### config.mk
export PLATFORM = sky130hd
export DESIGN_NAME = gem_rx_frame_sequencer
export DESIGN_NICKNAME = d
export VERILOG_FILES = /design/src/rtl/gem_rx_seq_pkg.sv /design/src/rtl/gem_rx_desc_fifo.sv /design/src/rtl/gem_rx_frame_sequencer.sv
export SDC_FILE = /design/constraint.sdc
export NUM_CORES = 1
export LEC_CHECK = 0
export CAP_MARGIN = 20
export CORE_AREA = 3 3 205 207
export DETAILED_ROUTE_END_ITERATION = 7
export DIE_AREA = 0 0 208 210
export PLACE_DENSITY = 0.63
export SYNTH_ARGS = -nofsm -noshare
export SYNTH_HDL_FRONTEND = slang
export SYNTH_HIERARCHICAL = 1
export SYNTH_SLANG_ARGS = --single-unit
### constraint.sdc
create_clock -name rx_clock -period 12.5 [get_ports rx_clock]
set_input_delay 2.5 -clock rx_clock [delete_from_list [all_inputs] [get_ports rx_clock]]
set_output_delay 2.5 -clock rx_clock [all_outputs]
set_load 0.05 [all_outputs]
### src/rtl/gem_rx_seq_pkg.sv
// gem_rx_seq_pkg
//   Shared types for the GEM RX frame sequencer.
//   - state_t : per-frame sequencing state (IDLE / FRAME / DROP)
//   - desc_t  : descriptor pushed per good frame {start, len, status}
//   The descriptor address fields are sized for the largest supported
//   buffer (MAX_ADDR_W). Users zero-extend into them and slice back out.
`timescale 1ns/1ps
package gem_rx_seq_pkg;

    localparam int STATUS_W   = 45;
    // Largest ADDR_W the sequencer may be built with.
    localparam int MAX_ADDR_W = 16;

    typedef enum logic [1:0] {
        IDLE,
        FRAME,
        DROP
    } state_t;

    typedef struct packed {
        logic [MAX_ADDR_W-1:0] start;
        logic [MAX_ADDR_W:0]   len;
        logic [STATUS_W-1:0]   status;
    } desc_t;

endpackage

### src/rtl/gem_rx_desc_fifo.sv
// gem_rx_desc_fifo
//   First-word-fall-through descriptor FIFO, DEPTH entries of desc_t.
//   The head entry is presented on rd_desc whenever empty is low.
//   A push into a full FIFO is accepted when a pop happens in the
//   same cycle, because the pop frees the slot first.
// Ports
//   clk, rst   : clock, asynchronous active-high reset
//   push       : write wr_desc (dropped if full and no pop)
//   pop        : retire the head entry (ignored when empty)
//   wr_desc    : entry to write
//   rd_desc    : head entry
//   full/empty : occupancy flags
`timescale 1ns/1ps
module gem_rx_desc_fifo
    import gem_rx_seq_pkg::*;
#(
    parameter int DEPTH = 4
) (
    input  logic  clk,
    input  logic  rst,
    input  logic  push,
    input  logic  pop,
    input  desc_t wr_desc,
    output desc_t rd_desc,
    output logic  full,
    output logic  empty
);

    localparam int PW = $clog2(DEPTH);

    // One extra pointer bit separates full from empty.
    logic [PW:0] wp;
    logic [PW:0] rp;
    desc_t       mem [DEPTH];
    logic        do_pop;
    logic        do_push;

    assign empty   = (wp == rp);
    assign full    = (wp[PW] != rp[PW]) && (wp[PW-1:0] == rp[PW-1:0]);
    assign do_pop  = pop && !empty;
    assign do_push = push && (!full || do_pop);
    assign rd_desc = mem[rp[PW-1:0]];

    always_ff @(posedge clk or posedge rst) begin
        if (rst) begin
            wp <= '0;
            rp <= '0;
            for (int i = 0; i < DEPTH; i++) begin
                mem[i] <= '0;
            end
        end else begin
            if (do_push) begin
                mem[wp[PW-1:0]] <= wr_desc;
                wp              <= wp + 1'b1;
            end
            if (do_pop) begin
                rp <= rp + 1'b1;
            end
        end
    end

endmodule

### src/rtl/gem_rx_frame_sequencer.sv
// gem_rx_frame_sequencer
//   Sequences the GEM RX FIFO-write stream into a circular word buffer
//   and issues one descriptor per good frame. Partial, errored and
//   overflowed frames are rolled back to the last committed pointer.
// Ports
//   rx_clock, rx_reset        : clock, asynchronous active-high reset
//   rx_w_wr/data/sop/eop      : GEM word stream
//   rx_w_status               : frame status, valid with eop
//   rx_w_err                  : frame error on any qualified word
//   rx_w_flush                : drop the frame in progress
//   rx_w_overflow             : buffer/descriptor overflow back to GEM
//   buf_wr_en/addr/data       : registered buffer write port
//   buf_rd_ptr                : consumer read pointer (wrap bit in MSB)
//   desc_valid/ready          : descriptor handshake
//   desc_start/len/status     : head descriptor
// Configuration
//   GEM_RX_SEQ_STATS_EN : adds stat_clear, stat_frames, stat_drops
//                         saturating frame/drop counters.
`timescale 1ns/1ps
module gem_rx_frame_sequencer
    import gem_rx_seq_pkg::*;
#(
    parameter int ADDR_W     = 10,
    parameter int DESC_DEPTH = 4
) (
    input  logic                rx_clock,
    input  logic                rx_reset,
    input  logic                rx_w_wr,
    input  logic [31:0]         rx_w_data,
    input  logic                rx_w_sop,
    input  logic                rx_w_eop,
    input  logic [STATUS_W-1:0] rx_w_status,
    input  logic                rx_w_err,
    input  logic                rx_w_flush,
    output logic                rx_w_overflow,
    output logic                buf_wr_en,
    output logic [ADDR_W-1:0]   buf_wr_addr,
    output logic [31:0]         buf_wr_data,
    input  logic [ADDR_W:0]     buf_rd_ptr,
    output logic                desc_valid,
    input  logic                desc_ready,
    output logic [ADDR_W-1:0]   desc_start,
    output logic [ADDR_W:0]     desc_len,
    output logic [STATUS_W-1:0] desc_status
`ifdef GEM_RX_SEQ_STATS_EN
    ,
    input  logic                stat_clear,
    output logic [31:0]         stat_frames,
    output logic [31:0]         stat_drops
`endif
);

    localparam logic [ADDR_W:0] CAP = {1'b1, {ADDR_W{1'b0}}};
    localparam logic [ADDR_W:0] ONE = {{ADDR_W{1'b0}}, 1'b1};

    state_t          state, state_d;
    logic [ADDR_W:0] wr_ptr, wr_ptr_d;
    logic [ADDR_W:0] cmt_ptr, cmt_ptr_d;
    logic            err_seen, err_d;

    logic [ADDR_W:0] base;       // address this word would be written to
    logic [ADDR_W:0] next_ptr;
    logic [ADDR_W:0] used;
    logic            full;
    logic            err_frame;
    logic            do_write;
    logic            push;
    logic            pulse;      // one-cycle overflow for frames lost at eop
    logic [1:0]      drop_inc;   // frames discarded this cycle

    desc_t           push_desc;
    desc_t           head;
    logic            fifo_full;
    logic            fifo_empty;
    logic            pop;
    logic            can_push;
    logic [ADDR_W:0] frame_len;

    // A sop always restarts at the committed pointer, which also discards
    // any partial frame still open.
    assign base      = rx_w_sop ? cmt_ptr : wr_ptr;
    assign next_ptr  = base + ONE;
    // Full is measured against the consumer, so committed-but-unread
    // words are never overwritten.
    assign used      = base - buf_rd_ptr;
    assign full      = (used == CAP);
    assign err_frame = (rx_w_sop ? 1'b0 : err_seen) | rx_w_err;
    assign pop       = desc_valid && desc_ready;
    assign can_push  = !fifo_full || pop;
    assign frame_len = next_ptr - cmt_ptr;

    always_comb begin
        state_d   = state;
        wr_ptr_d  = wr_ptr;
        cmt_ptr_d = cmt_ptr;
        err_d     = err_seen;
        do_write  = 1'b0;
        push      = 1'b0;
        pulse     = 1'b0;
        drop_inc  = 2'd0;
        if (rx_w_flush) begin
            wr_ptr_d = cmt_ptr;
            state_d  = IDLE;
            err_d    = 1'b0;
            if (state == FRAME) drop_inc = 2'd1;
        end else if (rx_w_wr) begin
            if (rx_w_sop || state == FRAME) begin
                if (rx_w_sop && state == FRAME) drop_inc = 2'd1;
                if (full) begin
                    wr_ptr_d = cmt_ptr;
                    err_d    = 1'b0;
                    drop_inc = drop_inc + 2'd1;
                    if (rx_w_eop) begin
                        state_d = IDLE;
                        pulse   = 1'b1;
                    end else begin
                        state_d = DROP;
                    end
                end else begin
                    do_write = 1'b1;
                    wr_ptr_d = next_ptr;
                    if (rx_w_eop) begin
                        state_d = IDLE;
                        err_d   = 1'b0;
                        if (!err_frame && can_push) begin
                            push      = 1'b1;
                            cmt_ptr_d = next_ptr;
                        end else begin
                            wr_ptr_d = cmt_ptr;
                            drop_inc = drop_inc + 2'd1;
                            pulse    = !err_frame;
                        end
                    end else begin
                        state_d = FRAME;
                        err_d   = err_frame;
                    end
                end
            end else if (state == DROP && rx_w_eop) begin
                state_d = IDLE;
            end
        end
    end

    always_ff @(posedge rx_clock or posedge rx_reset) begin
        if (rx_reset) begin
            state         <= IDLE;
            wr_ptr        <= '0;
            cmt_ptr       <= '0;
            err_seen      <= 1'b0;
            rx_w_overflow <= 1'b0;
            buf_wr_en     <= 1'b0;
            buf_wr_addr   <= '0;
            buf_wr_data   <= '0;
        end else begin
            state         <= state_d;
            wr_ptr        <= wr_ptr_d;
            cmt_ptr       <= cmt_ptr_d;
            err_seen      <= err_d;
            // Held while dropping, single pulse for eop-time losses.
            rx_w_overflow <= (state_d == DROP) || pulse;
            buf_wr_en     <= do_write;
            buf_wr_addr   <= base[ADDR_W-1:0];
            buf_wr_data   <= rx_w_data;
        end
    end

    always_comb begin
        push_desc        = '0;
        push_desc.start  = MAX_ADDR_W'(cmt_ptr[ADDR_W-1:0]);
        push_desc.len    = (MAX_ADDR_W+1)'(frame_len);
        push_desc.status = rx_w_status;
    end

    gem_rx_desc_fifo #(
        .DEPTH (DESC_DEPTH)
    ) u_desc_fifo (
        .clk     (rx_clock),
        .rst     (rx_reset),
        .push    (push),
        .pop     (pop),
        .wr_desc (push_desc),
        .rd_desc (head),
        .full    (fifo_full),
        .empty   (fifo_empty)
    );

    assign desc_valid  = !fifo_empty;
    assign desc_start  = head.start[ADDR_W-1:0];
    assign desc_len    = head.len[ADDR_W:0];
    assign desc_status = head.status;

    // Upper descriptor bits are always zero for ADDR_W < MAX_ADDR_W.
    logic unused_desc_hi;
    assign unused_desc_hi = ^{head.start, head.len};

`ifdef GEM_RX_SEQ_STATS_EN
    logic [32:0] drops_sum;
    assign drops_sum = {1'b0, stat_drops} + {31'd0, drop_inc};

    always_ff @(posedge rx_clock or posedge rx_reset) begin
        if (rx_reset) begin
            stat_frames <= '0;
            stat_drops  <= '0;
        end else if (stat_clear) begin
            stat_frames <= '0;
            stat_drops  <= '0;
        end else begin
            if (push && stat_frames != 32'hFFFF_FFFF) begin
                stat_frames <= stat_frames + 32'd1;
            end
            stat_drops <= drops_sum[32] ? 32'hFFFF_FFFF : drops_sum[31:0];
        end
    end
`else
    logic unused_drop_inc;
    assign unused_drop_inc = ^drop_inc;
`endif

endmodule

# ---- Word-level counts from Yosys, hierarchy flattened
# Cells that the tools add are included.
dict set report classes {
  reduce_logical 18
  bitwise_logic 5
  mul 0
  shifts 0
  n_mux 43
  n_addsub 5
  eq_ne 7
  n_lt_le_gt_ge 3
  div 0
}
# cell n
set ops {}
lappend ops {{$bwmux 312} 1}
lappend ops {{$bmux 78 s2} 1}
lappend ops {{$demux 78 s2} 1}
lappend ops {{$mux 72} 2}
lappend ops {{$mux 78} 1}
lappend ops {{$mux 11} 7}
lappend ops {{$mux 1} 24}
lappend ops {{$sub 11x11->11} 2}
lappend ops {{$mux 2} 6}
lappend ops {{$add 11x1->11 const B} 1}
lappend ops {{$eq 11x11->1 const B} 1}
lappend ops {{$logic_and 1x1->1} 7}
lappend ops {{$add 3x1->3 const B} 2}
lappend ops {{$ge 3x3->1 const B} 2}
lappend ops {{$not 2->3} 2}
lappend ops {{$reduce_and 5->1} 1}
lappend ops {{$eq 2x2->1 const B} 2}
lappend ops {{$logic_or 1x1->1} 4}
lappend ops {{$reduce_bool 2->1} 2}
lappend ops {{$eq 3x3->1} 1}
lappend ops {{$logic_not 1->1} 3}
lappend ops {{$lt 3x1->1 const B} 1}
lappend ops {{$eq 2x1->1 const B} 1}
lappend ops {{$eq 2x2->1} 1}
lappend ops {{other kinds (4)} 5}
dict set report word_totals {
  rom_bits 0
  word_cells 103
  register_bits 387
  n_memories 0
  ram_bits 0
  in_bits 96
  latch_bits 0
}

# ---- Longest topological paths before layout
dict set report logic_depth {
  ltp_word 12
  mapped_depth 21
  mapped_depth_nobuf 14
}

# ---- Cells and area by module
# The synthesis kept the hierarchy.
# mod area_per_inst_um2 n_inst seq_area_each_um2 cells_per_inst
set modules_own_cells {}
lappend modules_own_cells {gem_rx_desc_fifo 13904.6 1 7957.6 791}
lappend modules_own_cells {gem_rx_frame_sequencer 3807.4 1 1726.7 382}

# ---- Worst setup path after synthesis
# No wires, ideal clock.
dict set report synth_timing {
  path_type {input to register}
  startpoint {in rx_w_sop}
  endpoint {reg u_desc_fifo/mem[244] (netlist name)}
  arrival_time_ns 7.170
  path_stages 20
  required_ns 12.375
  setup_time_ns 0.125
  path_slack_ns 5.206
  cell_sequence {clkbuf_1 -> clkbuf_1 -> mux2_2 -> ha_1 -> nor2b_1 -> o211ai_1 -> a311oi_1 -> a221o_1 -> or4_1 -> buf_2 -> or4b_1 -> buf_4 -> nand3_4 -> buf_12 -> inv_1 -> and2_1 -> o41ai_4 -> buf_4 -> buf_6 -> mux2_2}
}
dict set report synth_between {
  word_cells_on_any_way 15
  classes_between {add/sub: 1; eq/ne: 1; mux: 8; bitwise: 1; reduce/logical: 4}
}
# element line_no
set synth_rtl {}
lappend synth_rtl {{start: declaration} gem_rx_frame_sequencer.sv:30} ;# input logic rx_w_sop,
lappend synth_rtl {{$mux 11} gem_rx_frame_sequencer.sv:81} ;# assign base = rx_w_sop ? cmt_ptr : wr_ptr;
lappend synth_rtl {{via base[1]} gem_rx_frame_sequencer.sv:61} ;# logic [ADDR_W:0] base;
lappend synth_rtl {{$sub 11x11->11} gem_rx_frame_sequencer.sv:85} ;# assign used = base - buf_rd_ptr;
lappend synth_rtl {{$eq 11x11->1} gem_rx_frame_sequencer.sv:86} ;# assign full = (used == CAP);
lappend synth_rtl {{$mux 1} gem_rx_frame_sequencer.sv:109} ;# if (full) begin
lappend synth_rtl {{$mux 1} gem_rx_frame_sequencer.sv:107} ;# if (rx_w_sop || state == FRAME) begin
lappend synth_rtl {{$mux 1} gem_rx_frame_sequencer.sv:106} ;# end else if (rx_w_wr) begin
lappend synth_rtl {{$mux 1} gem_rx_frame_sequencer.sv:101} ;# if (rx_w_flush) begin
lappend synth_rtl {{via push} gem_rx_frame_sequencer.sv:67} ;# logic push;
lappend synth_rtl {{$logic_and 1x1->1} gem_rx_desc_fifo.sv:41} ;# assign do_push = push && (!full || do_pop);
lappend synth_rtl {{end signal: indexed assignment} gem_rx_desc_fifo.sv:53} ;# mem[wp[PW-1:0]] <= wr_desc;
lappend synth_rtl {{end: declaration} gem_rx_desc_fifo.sv:34} ;# desc_t mem [DEPTH];
# The timed path passes the listed nets, and every way through them passes these cells.
# A chain may end at the register's enable or synchronous reset.

# ---- Final worst setup path
dict set report layout_timing {
  startpoint {in rx_w_sop}
  endpoint {reg u_desc_fifo/mem[180] (netlist name)}
}
# Same word-level chain as after synthesis.

==> summary.log <==
INFO  finish         final_cell_mix=337 x dfrtp_1, 243 x mux2_2, 206 x clkdlybuf4s50_1
INFO  run            timing.max_cap.violations=0
INFO  sta            final_max_slew_violation_count=0
INFO  route          wire_per_inst=19.4um
INFO  setup_path     worst-r2r-setup-slack=6870ps
INFO  yosys          synth.avg_cell_area=14.8um^2
INFO  route          drtIter0Drc=439
INFO  clocking       htree_num_levels=2
INFO  setup_path     critical_path.endpoint=u_desc_fifo/mem[180]
INFO  placed_design  gpl.final_weighted_congestion=0.789
INFO  setup_path     worstSetupPathType=primary input to flip-flop
INFO  route          wirelength=35400um
INFO  finish         flow.area_growth_from_synthesis=24.4%
INFO  yosys          number_of_warnings_printed_during_yosys_synthesis=6
INFO  die            num_io_pins=207
INFO  run_status     status=finished, final reports clean
INFO  die            placeableCoreArea=0.0406mm^2
INFO  global_route   grt_antenna_before_repair=0
INFO  clocking       root_buffer=clkbuf_16
INFO  sta            timing.setup.tns=0ps
INFO  setup_path     critical_path.startpoint_type=primary input
INFO  setup_path     timing.critical_path.to_type=flip-flop
INFO  global_route   grt_first_pass_wirelength=57200um
INFO  sta            fin_worst_skew=22.6ps
INFO  placed_design  pre_cts_ws=3600ps
INFO  sta            period_utilization_post_route=0.665
INFO  clocking       clk-insertion-delay-late=550ps
INFO  sta            timing.final.crit_period=8310ps
INFO  yosys          synthCells=1064
INFO  pwr            cellPowerDensity=254mW/mm^2
INFO  sta            unrepaired_setup_endpoints_after_global_routing=no
INFO  placed_design  numPortBuffers=206
INFO  die            floorplan.initialDensity=0.387
INFO  die            chipWidth=208um
INFO  clocking       post_cts_buffers=0
INFO  die            fp.dieArea=0.0437mm^2
INFO  setup_path     worst_ep_arrival_time=8730ps
INFO  die            rows=74
INFO  pwr            worst_ir_drop_vdd=0.129mV
INFO  pwr            report.power.total=4.95mW
INFO  sta            slew-limit-headroom=0.327
INFO  yosys          netlist_area=0.0157mm^2
INFO  clocking       numCtsBuffers=39
INFO  die            die-height=210um
INFO  sta            maxClockFrequency=0.120GHz
INFO  finish         antennaDiodeCount=0
INFO  setup_path     rr_startpoint=cmt_ptr[1]
INFO  setup_path     worst_r2r_endpoint=u_desc_fifo/mem[180]
INFO  clocking       tritoncts_num_sinks=339
INFO  finish         finalNonFillerCells=1826
INFO  setup_path     crit_fanout=46
INFO  finish         area_taken_by_flip_flops_and_latches=0.00849mm^2
INFO  sta            finalSetupViolations=0
INFO  global_route   first_global_vias=10100
INFO  route          routed-via-count=9445
INFO  clocking       clk_path_buf_depth=3
INFO  pwr            p_leak=9.03nW
INFO  clocking       path_clk_slew=60ps
INFO  placed_design  placedCellCount=1755
INFO  route          drt_pre_antenna_iters=4
INFO  clocking       post_cts_hold_buffer_count=0
INFO  setup_path     crit_start=rx_w_sop
INFO  finish         layout-drive-gt1-share=0.311
INFO  clocking       tritoncts=done
INFO  route          route.detailed.drc=0
INFO  placed_design  dpl.hpwl=22800um
INFO  route          vias_per_cell=5.17
INFO  finish         fillerInstances=3556
INFO  yosys          synth.net_count=1190
INFO  finish         mostFrequentLayoutCell=dfrtp_1
INFO  clocking       cts-resized-gates=0
INFO  global_route   gr-total-overflow=0
INFO  finish         nets=1390
INFO  setup_path     worstRegToRegCells=14
INFO  sta            max_slew.worst_pin.slew=1010ps
INFO  hold_path      min_path_type=flip-flop to flip-flop
INFO  global_route   grt_util_all_layers=0.163
INFO  sta            hold_viol=0
INFO  setup_path     critical_path_required=12910ps
INFO  finish         multi_input_gate_area=0.00670mm^2
INFO  global_route   grt_start_max_net_pins=136
INFO  sta            layout_setup_ws=4190ps
INFO  route          antenna_left=0
[cell type report]
class | instances | area share
Sequential cell | 339 | 0.435
Multi-Input combinational cell | 620 | 0.343
Timing Repair Buffer | 222 | 0.112
Clock buffer | 59 | 0.0611
Tap cell | 532 | 0.0341
Inverter | 42 | 0.00846
Clock inverter | 12 | 0.00666
[flip-flops by register name, summed over array words and instances (netlist names)]
signal,count
wr_ptr,11
u_desc_fifo/rp,3
u_desc_fifo/wp,3
rx_w_overflow,1
state,2
err_seen,1
buf_wr_addr,10
cmt_ptr,11
buf_wr_data,32
buf_wr_en,1
u_desc_fifo/mem,264
[report_power, final]
group          internal (mW)  total [mW]  switching (mW)
sequential              1.44        1.70           0.252
clock                  0.703        1.15           0.451
combinational          0.919        2.11            1.19
total                   3.07        4.95            1.89
[per-layer routing]
metal / global-route usage / wire length (um)
met5: 0 / 0
met2: 0.270 / 17000
met4: 0.0446 / 636
met3: 0.0357 / 1670
met1: 0.220 / 16100
[worst min-delay path by stage]
| stage | from | endpoint | slack (ps) | depth (start not counted) |
|---|---|---|---|---|
| final | u_desc_fifo/mem[129] | u_desc_fifo/mem[129] | 480 | 1 |
| after global routing | u_desc_fifo/mem[124] | u_desc_fifo/mem[124] | 500 | 1 |
| after CTS | u_desc_fifo/mem[124] | u_desc_fifo/mem[124] | 490 | 1 |
| after detailed placement | wr_ptr[0] | wr_ptr[0] | 480 | 1 |
| after global placement | u_desc_fifo/mem[129] | u_desc_fifo/mem[129] | 470 | 1 |
| after floorplan | wr_ptr[7] | wr_ptr[7] | 450 | 1 |
[critical path, cell delays in order]
cell	delay, ps
clkdlybuf4s50_1	1130
mux2_2	460
ha_1	310
nor2b_1	140
o211ai_1	210
a311oi_1	200
a221o_1	350
or4_1	640
or4b_1	950
nand3_4	330
inv_1	120
and2_1	190
o41ai_4	60
buf_4	660
mux2_2	410
[metrics by stage]
| step | cell area [um^2] | hold slack [ps] | util |
|---|---|---|---|
| 6_report | 19500 | 484 | 0.481 |
| 5_1_grt | 19500 | 501 | 0.481 |
| 4_1_cts | 19500 | 489 | 0.481 |
| 3_5_place_dp | 18200 | 475 | 0.449 |
| 3_3_place_gp | 18200 | 468 | 0.449 |
| 2_1_floorplan | 15700 | 455 | - |
Note: power is estimated with default switching activity, not from simulation.
